`src/rtl/axi_lite_mmio_master.sv`:
```
// ---------------------------------------------------------------------------
// axi_lite_mmio_master
//
// Converts single core MMIO requests into AXI4-Lite read or write
// transactions. Only one transaction is in flight at a time. Each
// handshake phase is guarded by a 16-bit cycle counter. If a phase does
// not complete within TIMEOUT_CYC cycles, the transaction is aborted and
// completes with DECERR and resp_timeout set.
//
// Ports
//   clk, arst        : clock; asynchronous active-high reset
//   req_*            : core request (valid/ready, write flag, addr, data, strobes)
//   resp_*           : one-cycle completion pulse with read data, AXI response
//                      code and timeout flag
//   M_AXI_aw*/w*/b*  : AXI4-Lite write address, write data and write response
//   M_AXI_ar*/r*     : AXI4-Lite read address and read data
// ---------------------------------------------------------------------------
module axi_lite_mmio_master #(
    parameter int TIMEOUT_CYC = 255
) (
    input  logic        clk,
    input  logic        arst,

    input  logic        req_valid,
    output logic        req_ready,
    input  logic        req_write,
    input  logic [7:0]  req_addr,
    input  logic [31:0] req_wdata,
    input  logic [3:0]  req_wstrb,

    output logic        resp_valid,
    output logic [31:0] resp_rdata,
    output logic [1:0]  resp_code,
    output logic        resp_timeout,

    output logic [7:0]  M_AXI_awaddr,
    output logic [2:0]  M_AXI_awprot,
    output logic        M_AXI_awvalid,
    input  logic        M_AXI_awready,

    output logic [31:0] M_AXI_wdata,
    output logic [3:0]  M_AXI_wstrb,
    output logic        M_AXI_wvalid,
    input  logic        M_AXI_wready,

    input  logic [1:0]  M_AXI_bresp,
    input  logic        M_AXI_bvalid,
    output logic        M_AXI_bready,

    output logic [7:0]  M_AXI_araddr,
    output logic [2:0]  M_AXI_arprot,
    output logic        M_AXI_arvalid,
    input  logic        M_AXI_arready,

    input  logic [31:0] M_AXI_rdata,
    input  logic [1:0]  M_AXI_rresp,
    input  logic        M_AXI_rvalid,
    output logic        M_AXI_rready
);

    typedef enum logic [2:0] {
        IDLE    = 3'd0,
        WR_REQ  = 3'd1,
        WR_RESP = 3'd2,
        RD_REQ  = 3'd3,
        RD_RESP = 3'd4,
        DONE    = 3'd5
    } state_t;

    localparam logic [15:0] TIMEOUT_L  = 16'(TIMEOUT_CYC);
    localparam logic [1:0]  RESP_OKAY  = 2'b00;
    localparam logic [1:0]  RESP_DEC   = 2'b11;

    state_t      state_r;
    logic        req_ready_r;
    logic [7:0]  addr_r;
    logic [31:0] wdata_r;
    logic [3:0]  wstrb_r;
    logic        awvalid_r;
    logic        wvalid_r;
    logic        aw_done_r;
    logic        w_done_r;
    logic        bready_r;
    logic        arvalid_r;
    logic        rready_r;
    logic [15:0] cnt_r;
    logic        resp_valid_r;
    logic [31:0] resp_rdata_r;
    logic [1:0]  resp_code_r;
    logic        resp_timeout_r;

    logic [15:0] cnt_inc_s;
    logic        tmo_hit_s;
    logic        aw_ok_s;
    logic        w_ok_s;

    // Phase-timeout detection and write-channel completion tracking.
    // aw_ok_s/w_ok_s include a handshake happening this cycle so that
    // AW and W completing together move on without an extra cycle.
    always_comb begin
        cnt_inc_s = cnt_r + 16'd1;
        tmo_hit_s = (cnt_inc_s == TIMEOUT_L);
        aw_ok_s   = aw_done_r | (awvalid_r & M_AXI_awready);
        w_ok_s    = w_done_r  | (wvalid_r  & M_AXI_wready);
    end

    // Transaction FSM. All outputs are registered here.
    // A handshake is tested before the timeout, so a handshake that completes
    // in the same cycle as the timeout takes priority.
    always_ff @(posedge clk or posedge arst) begin
        if (arst) begin
            state_r        <= IDLE;
            req_ready_r    <= 1'b1;
            addr_r         <= 8'd0;
            wdata_r        <= 32'd0;
            wstrb_r        <= 4'd0;
            awvalid_r      <= 1'b0;
            wvalid_r       <= 1'b0;
            aw_done_r      <= 1'b0;
            w_done_r       <= 1'b0;
            bready_r       <= 1'b0;
            arvalid_r      <= 1'b0;
            rready_r       <= 1'b0;
            cnt_r          <= 16'd0;
            resp_valid_r   <= 1'b0;
            resp_rdata_r   <= 32'd0;
            resp_code_r    <= RESP_OKAY;
            resp_timeout_r <= 1'b0;
        end else begin
            case (state_r)
                IDLE: begin
                    cnt_r <= 16'd0;
                    if (req_valid && req_ready_r) begin
                        req_ready_r <= 1'b0;
                        addr_r      <= req_addr;
                        wdata_r     <= req_wdata;
                        wstrb_r     <= req_wstrb;
                        if (req_write) begin
                            awvalid_r <= 1'b1;
                            wvalid_r  <= 1'b1;
                            aw_done_r <= 1'b0;
                            w_done_r  <= 1'b0;
                            state_r   <= WR_REQ;
                        end else begin
                            arvalid_r <= 1'b1;
                            state_r   <= RD_REQ;
                        end
                    end else begin
                        req_ready_r <= 1'b1;
                    end
                end

                WR_REQ: begin
                    if (aw_ok_s && w_ok_s) begin
                        awvalid_r <= 1'b0;
                        wvalid_r  <= 1'b0;
                        aw_done_r <= 1'b0;
                        w_done_r  <= 1'b0;
                        bready_r  <= 1'b1;
                        cnt_r     <= 16'd0;
                        state_r   <= WR_RESP;
                    end else if (tmo_hit_s) begin
                        awvalid_r      <= 1'b0;
                        wvalid_r       <= 1'b0;
                        aw_done_r      <= 1'b0;
                        w_done_r       <= 1'b0;
                        resp_valid_r   <= 1'b1;
                        resp_code_r    <= RESP_DEC;
                        resp_timeout_r <= 1'b1;
                        resp_rdata_r   <= 32'd0;
                        cnt_r          <= 16'd0;
                        state_r        <= DONE;
                    end else begin
                        cnt_r <= cnt_inc_s;
                        // Each channel drops its valid right after its own handshake.
                        if (awvalid_r && M_AXI_awready) begin
                            awvalid_r <= 1'b0;
                            aw_done_r <= 1'b1;
                        end
                        if (wvalid_r && M_AXI_wready) begin
                            wvalid_r <= 1'b0;
                            w_done_r <= 1'b1;
                        end
                    end
                end

                WR_RESP: begin
                    if (M_AXI_bvalid) begin
                        bready_r       <= 1'b0;
                        resp_valid_r   <= 1'b1;
                        resp_code_r    <= M_AXI_bresp;
                        resp_timeout_r <= 1'b0;
                        resp_rdata_r   <= 32'd0;
                        cnt_r          <= 16'd0;
                        state_r        <= DONE;
                    end else if (tmo_hit_s) begin
                        bready_r       <= 1'b0;
                        resp_valid_r   <= 1'b1;
                        resp_code_r    <= RESP_DEC;
                        resp_timeout_r <= 1'b1;
                        resp_rdata_r   <= 32'd0;
                        cnt_r          <= 16'd0;
                        state_r        <= DONE;
                    end else begin
                        cnt_r <= cnt_inc_s;
                    end
                end

                RD_REQ: begin
                    if (M_AXI_arready) begin
                        arvalid_r <= 1'b0;
                        rready_r  <= 1'b1;
                        cnt_r     <= 16'd0;
                        state_r   <= RD_RESP;
                    end else if (tmo_hit_s) begin
                        arvalid_r      <= 1'b0;
                        resp_valid_r   <= 1'b1;
                        resp_code_r    <= RESP_DEC;
                        resp_timeout_r <= 1'b1;
                        resp_rdata_r   <= 32'd0;
                        cnt_r          <= 16'd0;
                        state_r        <= DONE;
                    end else begin
                        cnt_r <= cnt_inc_s;
                    end
                end

                RD_RESP: begin
                    if (M_AXI_rvalid) begin
                        rready_r       <= 1'b0;
                        resp_valid_r   <= 1'b1;
                        resp_code_r    <= M_AXI_rresp;
                        resp_timeout_r <= 1'b0;
                        resp_rdata_r   <= M_AXI_rdata;
                        cnt_r          <= 16'd0;
                        state_r        <= DONE;
                    end else if (tmo_hit_s) begin
                        rready_r       <= 1'b0;
                        resp_valid_r   <= 1'b1;
                        resp_code_r    <= RESP_DEC;
                        resp_timeout_r <= 1'b1;
                        resp_rdata_r   <= 32'd0;
                        cnt_r          <= 16'd0;
                        state_r        <= DONE;
                    end else begin
                        cnt_r <= cnt_inc_s;
                    end
                end

                DONE: begin
                    resp_valid_r <= 1'b0;
                    req_ready_r  <= 1'b1;
                    cnt_r        <= 16'd0;
                    state_r      <= IDLE;
                end

                default: begin
                    // Unreachable encoding: return to a quiet idle state.
                    awvalid_r    <= 1'b0;
                    wvalid_r     <= 1'b0;
                    aw_done_r    <= 1'b0;
                    w_done_r     <= 1'b0;
                    bready_r     <= 1'b0;
                    arvalid_r    <= 1'b0;
                    rready_r     <= 1'b0;
                    resp_valid_r <= 1'b0;
                    req_ready_r  <= 1'b1;
                    cnt_r        <= 16'd0;
                    state_r      <= IDLE;
                end
            endcase
        end
    end

    assign req_ready     = req_ready_r;
    assign resp_valid    = resp_valid_r;
    assign resp_rdata    = resp_rdata_r;
    assign resp_code     = resp_code_r;
    assign resp_timeout  = resp_timeout_r;

    assign M_AXI_awaddr  = addr_r;
    assign M_AXI_awprot  = 3'b000;
    assign M_AXI_awvalid = awvalid_r;
    assign M_AXI_wdata   = wdata_r;
    assign M_AXI_wstrb   = wstrb_r;
    assign M_AXI_wvalid  = wvalid_r;
    assign M_AXI_bready  = bready_r;
    assign M_AXI_araddr  = addr_r;
    assign M_AXI_arprot  = 3'b000;
    assign M_AXI_arvalid = arvalid_r;
    assign M_AXI_rready  = rready_r;

endmodule

```
`config.mk`:
```
export PLATFORM = sky130hd
export DESIGN_NAME = axi_lite_mmio_master
export DESIGN_NICKNAME = d
export VERILOG_FILES = /design/src/rtl/axi_lite_mmio_master.sv
export SDC_FILE = /design/constraint.sdc
export NUM_CORES = 1
export LEC_CHECK = 0
export CAP_MARGIN = 20
export CORE_MARGIN = 3
export CORE_UTILIZATION = 37
export CTS_BUF_LIST = sky130_fd_sc_hd__clkbuf_16
export CTS_CLUSTER_DIAMETER = 120
export DETAILED_ROUTE_END_ITERATION = 8
export PLACE_DENSITY = 0.67
export SETUP_SLACK_MARGIN = 0.2
export SYNTH_ARGS = -nofsm -noshare
export SYNTH_HDL_FRONTEND = slang
export SYNTH_SLANG_ARGS = --single-unit
```
`constraint.sdc`:
```
create_clock -name clk -period 5.15 [get_ports clk]
set_input_delay 1.545 -clock clk [delete_from_list [all_inputs] [get_ports clk]]
set_output_delay 1.545 -clock clk [all_outputs]
set_load 0.02 [all_outputs]
```
Word-level counts from Yosys, hierarchy flattened
Cells that the tools add are included.
- bits in registers: 107
- input port bits: 89
- logic and storage cells: 135
- add/subtract/negate cells: 1
- equality and inequality tests: 18
- muxes and demuxes: 71
- bitwise logic cells: 9
- reductions and logical operators: 19
- operator list (cell ; count):
    $mux W32 ; 5
    $pmux W32 S4 ; 1
    $mux W16 ; 5
    $pmux W16 S4 ; 1
    $mux W1 ; 35
    $pmux W1 S3 ; 7
    $reduce_or A4 Y1 ; 5
    $mux W3 ; 6
    $add A16 B1 Y16 const B ; 1
    $eq A16 B8 Y1 const B ; 1
    $pmux W3 S5 ; 1
    $ne A2 B2 Y1 const B ; 7
    $mux W2 ; 6
    $reduce_and A3 Y1 ; 4
    $reduce_and A4 Y1 ; 3
    $ne A3 B3 Y1 const B ; 3
    $ne A4 B4 Y1 const B ; 2
    $pmux W2 S4 ; 1
    $eq A3 B2 Y1 const B ; 2
    $eq A3 B3 Y1 const B ; 2
    $not A1 Y1 ; 5
    $pmux W1 S5 ; 1
    $logic_and A1 B1 Y1 ; 4
    $pmux W1 S4 ; 1
    other kinds (7) ; 9

Longest topological paths before layout
Gate-level depths: netlist of the first run.
- depth after elaboration: 5
- mapped depth: 10

Worst setup path before layout of the first run
No wires, ideal clock.
- kind: input to register
- from: input port M_AXI_awready
- to: register resp_rdata_r[0] (netlist: resp_rdata[0])
- setup time: 121 ps
- arrival time: 2672 ps
- setup slack: 2357 ps
- stages on the path: 9
- buffers on the path: 2
- cells stage by stage: a21oi_1 > nor2_1 > nor2_1 > a2bb2oi_1 > o22a_1 > o21ba_1 > buf_6 > buf_6 > a22o_1
- longest elaborated chain between the ends: 5
- RTL lines (element ; RTL line ; source):
    start, declared ; 39 ; input logic M_AXI_awready,
    $and A1 B1 Y1 ; 103 ; aw_ok_s = aw_done_r | (awvalid_r & M_AXI_awready);
    $or A1 B1 Y1 ; 103 ;
    $logic_and A1 B1 Y1 ; 154 ; if (aw_ok_s && w_ok_s) begin
    $ne A2 B2 Y1 (no source line) ; n/a ;
    $reduce_and A3 Y1 (no source line) ; n/a ;
    end signal, assigned ; 234 ; resp_rdata_r <= M_AXI_rdata;
    end, declared ; 88 ; logic [31:0] resp_rdata_r;
No other way between the ends.
A chain may end at the register's enable or synchronous reset.

Worst setup path after layout of the first run
- from: input port M_AXI_awready
- to: register cnt_r[13]
- longest elaborated chain between the ends: 5
- RTL lines (element ; RTL line ; source):
    $and A1 B1 Y1 ; 103 ;
    $or A1 B1 Y1 ; 103 ;
    $logic_and A1 B1 Y1 ; 154 ;
    $mux W16 ; 154 ;
    $pmux W16 S4 ; 130 ; case (state_r)
    end signal, assigned ; 174 ; cnt_r <= cnt_inc_s;
    end signal, assigned ; 205 ; cnt_r <= cnt_inc_s;
    end signal, assigned ; 224 ; cnt_r <= cnt_inc_s;
    end, declared ; 86 ; logic [15:0] cnt_r;
No other way between the ends.

==> results of run 1 <==
-- worst min-delay path: stages, from the launching register on --
cell and delay, ps:
dfrtp_1 350, nand2_1 50, nand2_1 60
-- path summary, 6_finish.rpt --
path,end,cells after the start,slack [ps]
worst min register to register,resp_valid,2,490
worst max-delay path,cnt_r[13],6,1830
worst min-delay path,resp_valid,2,490
worst max register to register,cnt_r[13],8,2500
min in group asynchronous,M_AXI_wdata[17],2,1730
max in group asynchronous,M_AXI_wdata[6],3,2610
-- cells in the final DEF, fill, tap and decap left out, types with 3 or more instances in the layout --
cell             netlist  routed
clkdlybuf4s50_1        0     182
dfrtp_1              106     106
mux2_2                44      44
nor2_1                36      36
a22o_1                32      32
nand2_1               15      15
inv_1                 13      14
xnor2_1               12      12
a21oi_1                9       9
a31oi_1                9       9
clkbuf_16              0       9
nor3_1                 9       8
o21ai_0                7       7
nand3_1                7       6
conb_1                 1       6
xor2_1                 5       5
a22oi_1                5       5
buf_4                 14       5
nor4_1                 3       3
nor2b_1                3       3
ha_1                   3       3
-- power groups by stage --
stage	sequential, mW	combinational (mW)	clock, mW
global placement	1.38	1.85	0
global route	1.42	1.97	0.720
detailed placement	1.39	1.87	0
floorplan	1.71	0.704	0
finish	1.37	1.85	0.659
CTS	1.38	1.88	0.685
-- metrics by stage --
| stage | hold slack, ps | worst slack [ps] | cells | power [mW] | area [sq um] |
|---|---|---|---|---|---|
| 2_1_floorplan | 463 | 789 | 391 | 2.42 | 4720 |
| 3_3_place_gp | 465 | 1550 | 714 | 3.23 | 6590 |
| 3_5_place_dp | 470 | 1450 | 714 | 3.26 | 6590 |
| 4_1_cts | 502 | 1820 | 729 | 3.94 | 6870 |
| 5_1_grt | 513 | 1650 | 729 | 4.11 | 6870 |
| 6_report | 495 | 1830 | 729 | 3.88 | 6870 |
-- kinds of logic (layout without fill, tap and decap cells) --
| kind of cell | count (synthesis) | in the layout |
|---|---|---|
| other | 1 | 6 |
| AOI/OAI and AO/OA | 78 | 78 |
| adders and majority gates | 3 | 3 |
| and+or+nand+nor | 91 | 91 |
| muxes | 44 | 44 |
| buffers and inverters | 45 | 215 |
| DFF | 107 | 107 |
| xor gates and xnor gates | 17 | 17 |
-- sequential cells by signal, indices dropped and copies added (netlist names), 2 cells and up --
register and flops:
M_AXI_wdata 32, resp_rdata 32, cnt_r 16, M_AXI_araddr 8, M_AXI_wstrb 4, state_r 3, resp_code 2
-- layer usage --
metal	GRT usage [%]	wire length (um)	part of all wire, %
met5	0	0	0
met4	5.79	208	1.8
met2	27.0	5650	49
met1	20.0	4670	40
met3	7.56	1030	8.9
-- final cells by class --
type | instances | area (sq um) | share of cell area [%]
timing repair buffer | 187 | 1860 | 27.1
tap | 168 | 210 | 3.06
clock buffer | 9 | 225 | 3.28
clock inverter | 6 | 50.0 | 0.729
sequential | 107 | 2680 | 39.0
inverter | 13 | 51.3 | 0.747
multi-input combinational | 239 | 1790 | 26.1
==> out/metrics.cfg, run 1 <==
[route]
firstDrtPassIters=4
wl_per_cell_um=15.9
avgViaCountPerCell=4.91
wl_mm=11.6
ant_nets=0
vias=3581
dr.first_iter.drc_count=239
drc=0

[synth]
synth-adder-area-share_pct=0.799
yosys.cell_count.top_type=dfrtp_1
synth_compound_area_share_pct=12.4
synthXorXnorAreaFrac_pct=3.17
synth-simple-area-share_pct=10.5
synth_top_family_by_area=compound AO/OA/AOI/OAI gates
ys.flop_type=dfrtp_1
synth_top_area_cell=dfrtp_1
synth_seq_cells=107
netlist_top_cells_area=dfrtp_1 (56%), mux2_2 (11%), a22o_1 (6.0%)
synth-edff-count=0
synthArstFlopShare_pct=100
yosysTopAreaCellShare_pct=56.5
syn_inst=386
muxShareOfSynthArea_pct=10.5
syn_area_per_cell_sq_um=12.2
synth_warnings=0
syn_area_sq_um=4700
ys_types=50
synth_top_cells_by_count=dfrtp_1 (106), mux2_2 (44), nor2_1 (36)
yosysSeqAreaShare_pct=57.0

[place]
portBuffers=182
hpwl_mm=8.38
place_congestion=0.818

[critical_path]
path_delay_family=compound AO/OA/AOI/OAI gates
critPathArrivalTime_ps=3510
critPathLaunchType=primary input
path_cells=clkdlybuf4s50_1 > a21oi_1 > nor2_1 > nor3_1 > o21ai_1 > nor2_1
critPathBufInv=1
worstPathMaxFanout=15
cp.required_ps=5340
timing.rr.start=cnt_r[0]
critical_path.startpoint=M_AXI_awready
slowest_stage=o21ai_1
path_common_cell=nor2_1
crit_type=primary input to flop
critPathCaptureType=flop
critPathMaxStageDelay_ps=850

[floorplanning]
pin_count=189
row_count=40
start_util_pct=38.5
dieArea_sq_um=14100
die_x_um=119
die_y_um=119
core_area_sq_um=12200

[pwr]
seq_power_share_pct=35.4
p_leak_nw=2.91
combPwrFrac_pct=47.7
p_sw_mw=1.40
p_per_area_nw_per_um2=565
intPower_mw=2.48
switching_share_pct=36.1
clock_power_share_pct=17.0
ir_drop_mv=0.404

[finish]
fin_util_pct=56.2
fin_nets=649
layout-drive-gt1-share_pct=13.4
diodes=0
nFillCells=1091
syn_to_final_growth_pct=46.2

[sta]
tightest_slew_ps=1040
fin_crit_ps=3320
timing.fmax_mhz=301
setup_viol=0
rsz0062_at_grt=no
drv_slew=0
finalCritPeriodShare_pct=64.4
relSlewSlack_pct=29.9
hold_viol_final=0
fin_setup_tns_ps=0
finalClockSkew_ps=7.18

[min_path]
hp-start=resp_valid
hp-class=flop to flop

[clocking]
clock_latency_ps=350
cts_resized=0
cts-root-buf=clkbuf_16
clock_sinks=107
cts_made_buffers=9
cts_max_path_buffers=2
post-cts-setup-buffers=0
cts_tree=done
clk_pin_slew_ps=60
postCtsHoldBufs=0
cts_max_level=3

[global_route]
grt_pass1_vias=3650
grt_overflow=0
grt_pass1_wl_mm=18.9
antenna_found_initial=0
grt_use_total_pct=16.8
grt_max_degree=70

[job]
maxCapViolations=0

[status]
status=complete, no violations

Note: power is estimated with default switching activity, not from simulation.
==> inputs of run 2 (changes only) <==
PLACE_DENSITY = 0.7   (was 0.67)
clock period = 3.05 ns   (was 5.15 ns; I/O delays follow)
==> run 2 against run 1 <==
Total power is 69% higher. Core utilization is 0.40 points higher. Hold slack worse by 11 ps. Sequential power is 69% higher. Critical path type is now flop to flop. Largest power group unchanged.
==> out/metrics.cfg, run 2 (same netlist as run 1, synthesis figures left out) <==
[sta]
relSlewSlack_pct=54.9
finalCritPeriodShare_pct=82.4
tightest_slew_ps=671
rsz0062_at_grt=no
drv_slew=0
timing.fmax_mhz=398
fin_setup_tns_ps=0
fin_crit_ps=2510
finalClockSkew_ps=7.74
setup_viol=0
hold_viol_final=0

[finish]
final_common_cell=clkdlybuf4s50_1
fin_util_pct=56.6
mostFrequentLayoutCells=clkdlybuf4s50_1 (182), dfrtp_1 (106), mux2_2 (44)
diodes=0
layout-drive-gt1-share_pct=14.2
nFillCells=1046
fin_nets=650
syn_to_final_growth_pct=47.3

[clocking]
post-cts-setup-buffers=0
cts_max_level=3
cts_tree=done
cts_resized=0
clk_pin_slew_ps=70
cts-root-buf=clkbuf_16
clock_sinks=107
cts_max_path_buffers=2
postCtsHoldBufs=0
clock_latency_ps=340
cts_made_buffers=9

[place]
portBuffers=182
place_congestion=0.801
hpwl_mm=8.25

[critical_path]
r2r_setup_slack_ps=540
critPathLaunchType=flop
r2r-end=resp_rdata[19]
worstPathMaxFanout=33
cp.required_ps=3270
crit_type=flop to flop
critPathArrivalTime_ps=2740
critPathCaptureType=flop
timing.rr.start=cnt_r[0]
rr_worst_depth=9

[route]
wl_per_cell_um=15.5
avgViaCountPerCell=4.91
dr.first_iter.drc_count=177
drc=0
firstDrtPassIters=4
ant_nets=0
vias=3587
wl_mm=11.4

[job]
maxCapViolations=0

[min_path]
hp-start=resp_valid
hp-class=flop to flop
worstHoldEndpoint=resp_valid
holdPathStages=2

[pwr]
p_leak_nw=2.92
ir_drop_mv=0.579
p_per_area_nw_per_um2=949

[status]
status=complete, no violations

[floorplanning]
core_area_sq_um=12200
pin_count=189
die_y_um=119
die_x_um=119
dieArea_sq_um=14100
row_count=40
start_util_pct=38.5

[global_route]
grt_pass1_vias=3641
grt_max_degree=108
grt_overflow=0
grt_pass1_wl_mm=18.4
grt_use_total_pct=16.0
antenna_found_initial=0

==> run 2: cell count changes in the layout (fill, tap and decap cells not counted), sizes merged <==
cell	previous run	this run
clkinv	3	5
buf	5	6
bufinv	1	0
inv	15	14
clkinvlp	0	1
==> run 2: per-stage QoR <==
step	total power, mW	cells	instance area [sq um]	setup WS, ps	hold slack, ps
final	6.57	731	6920	536	484
after global routing	6.95	731	6920	366	515
after CTS	6.66	731	6920	530	486
after detailed placement	5.55	715	6640	290	468
after global placement	5.48	715	6640	348	464
after floorplan	4.08	391	4720	721	463
==> run 2: how the worst max path moves through the flow <==
stage | startpoint | end | slack [ps] | depth (start not counted)
6_report | cnt_r[0] | resp_rdata[19] | 540 | 9
5_1_grt | cnt_r[0] | resp_rdata[27] | 370 | 9
4_1_cts | cnt_r[0] | resp_rdata[22] | 530 | 9
3_5_place_dp | M_AXI_awready | resp_rdata[24] | 290 | 9
3_3_place_gp | M_AXI_awready | resp_rdata[23] | 350 | 9
2_1_floorplan | cnt_r[0] | resp_rdata[0] | 720 | 10
==> run 2: layer usage <==
metal	share of wire [%]	wire, um	GRT usage (%)	vias up
li1	-	-	-	1697
met5	0	0	0	-
met1	42	4790	19.8	1727
met3	6.8	769	4.35	14
met2	49	5590	26.9	149
met4	1.8	202	5.43	0
==> run 2: power by group <==
part	total (mW)	switching, mW	internal, mW
Sequential	2.32	0.359	1.96
Clock	1.07	0.514	0.560
Combinational	3.17	1.53	1.64
==> run 2: cell type report <==
cell class	count	area, sq um	share of cell area (%)
Clock buffer	9	225	3.26
Inverter	13	52.6	0.760
Sequential cell	107	2680	38.7
Multi-Input combinational cell	239	1790	25.9
Timing Repair Buffer	188	1900	27.5
Clock inverter	7	52.6	0.760
Tap cell	168	210	3.04
==> run 2: worst max-delay path, cell delays in order (launching register included) <==
cell and delay, ps:
dfrtp_1 410, ha_1 230, nand2_1 170, or4_1 500
o31ai_1 80, a31o_2 230, nand4_4 170, o21ba_1 250
buf_12 170, a22o_1 190
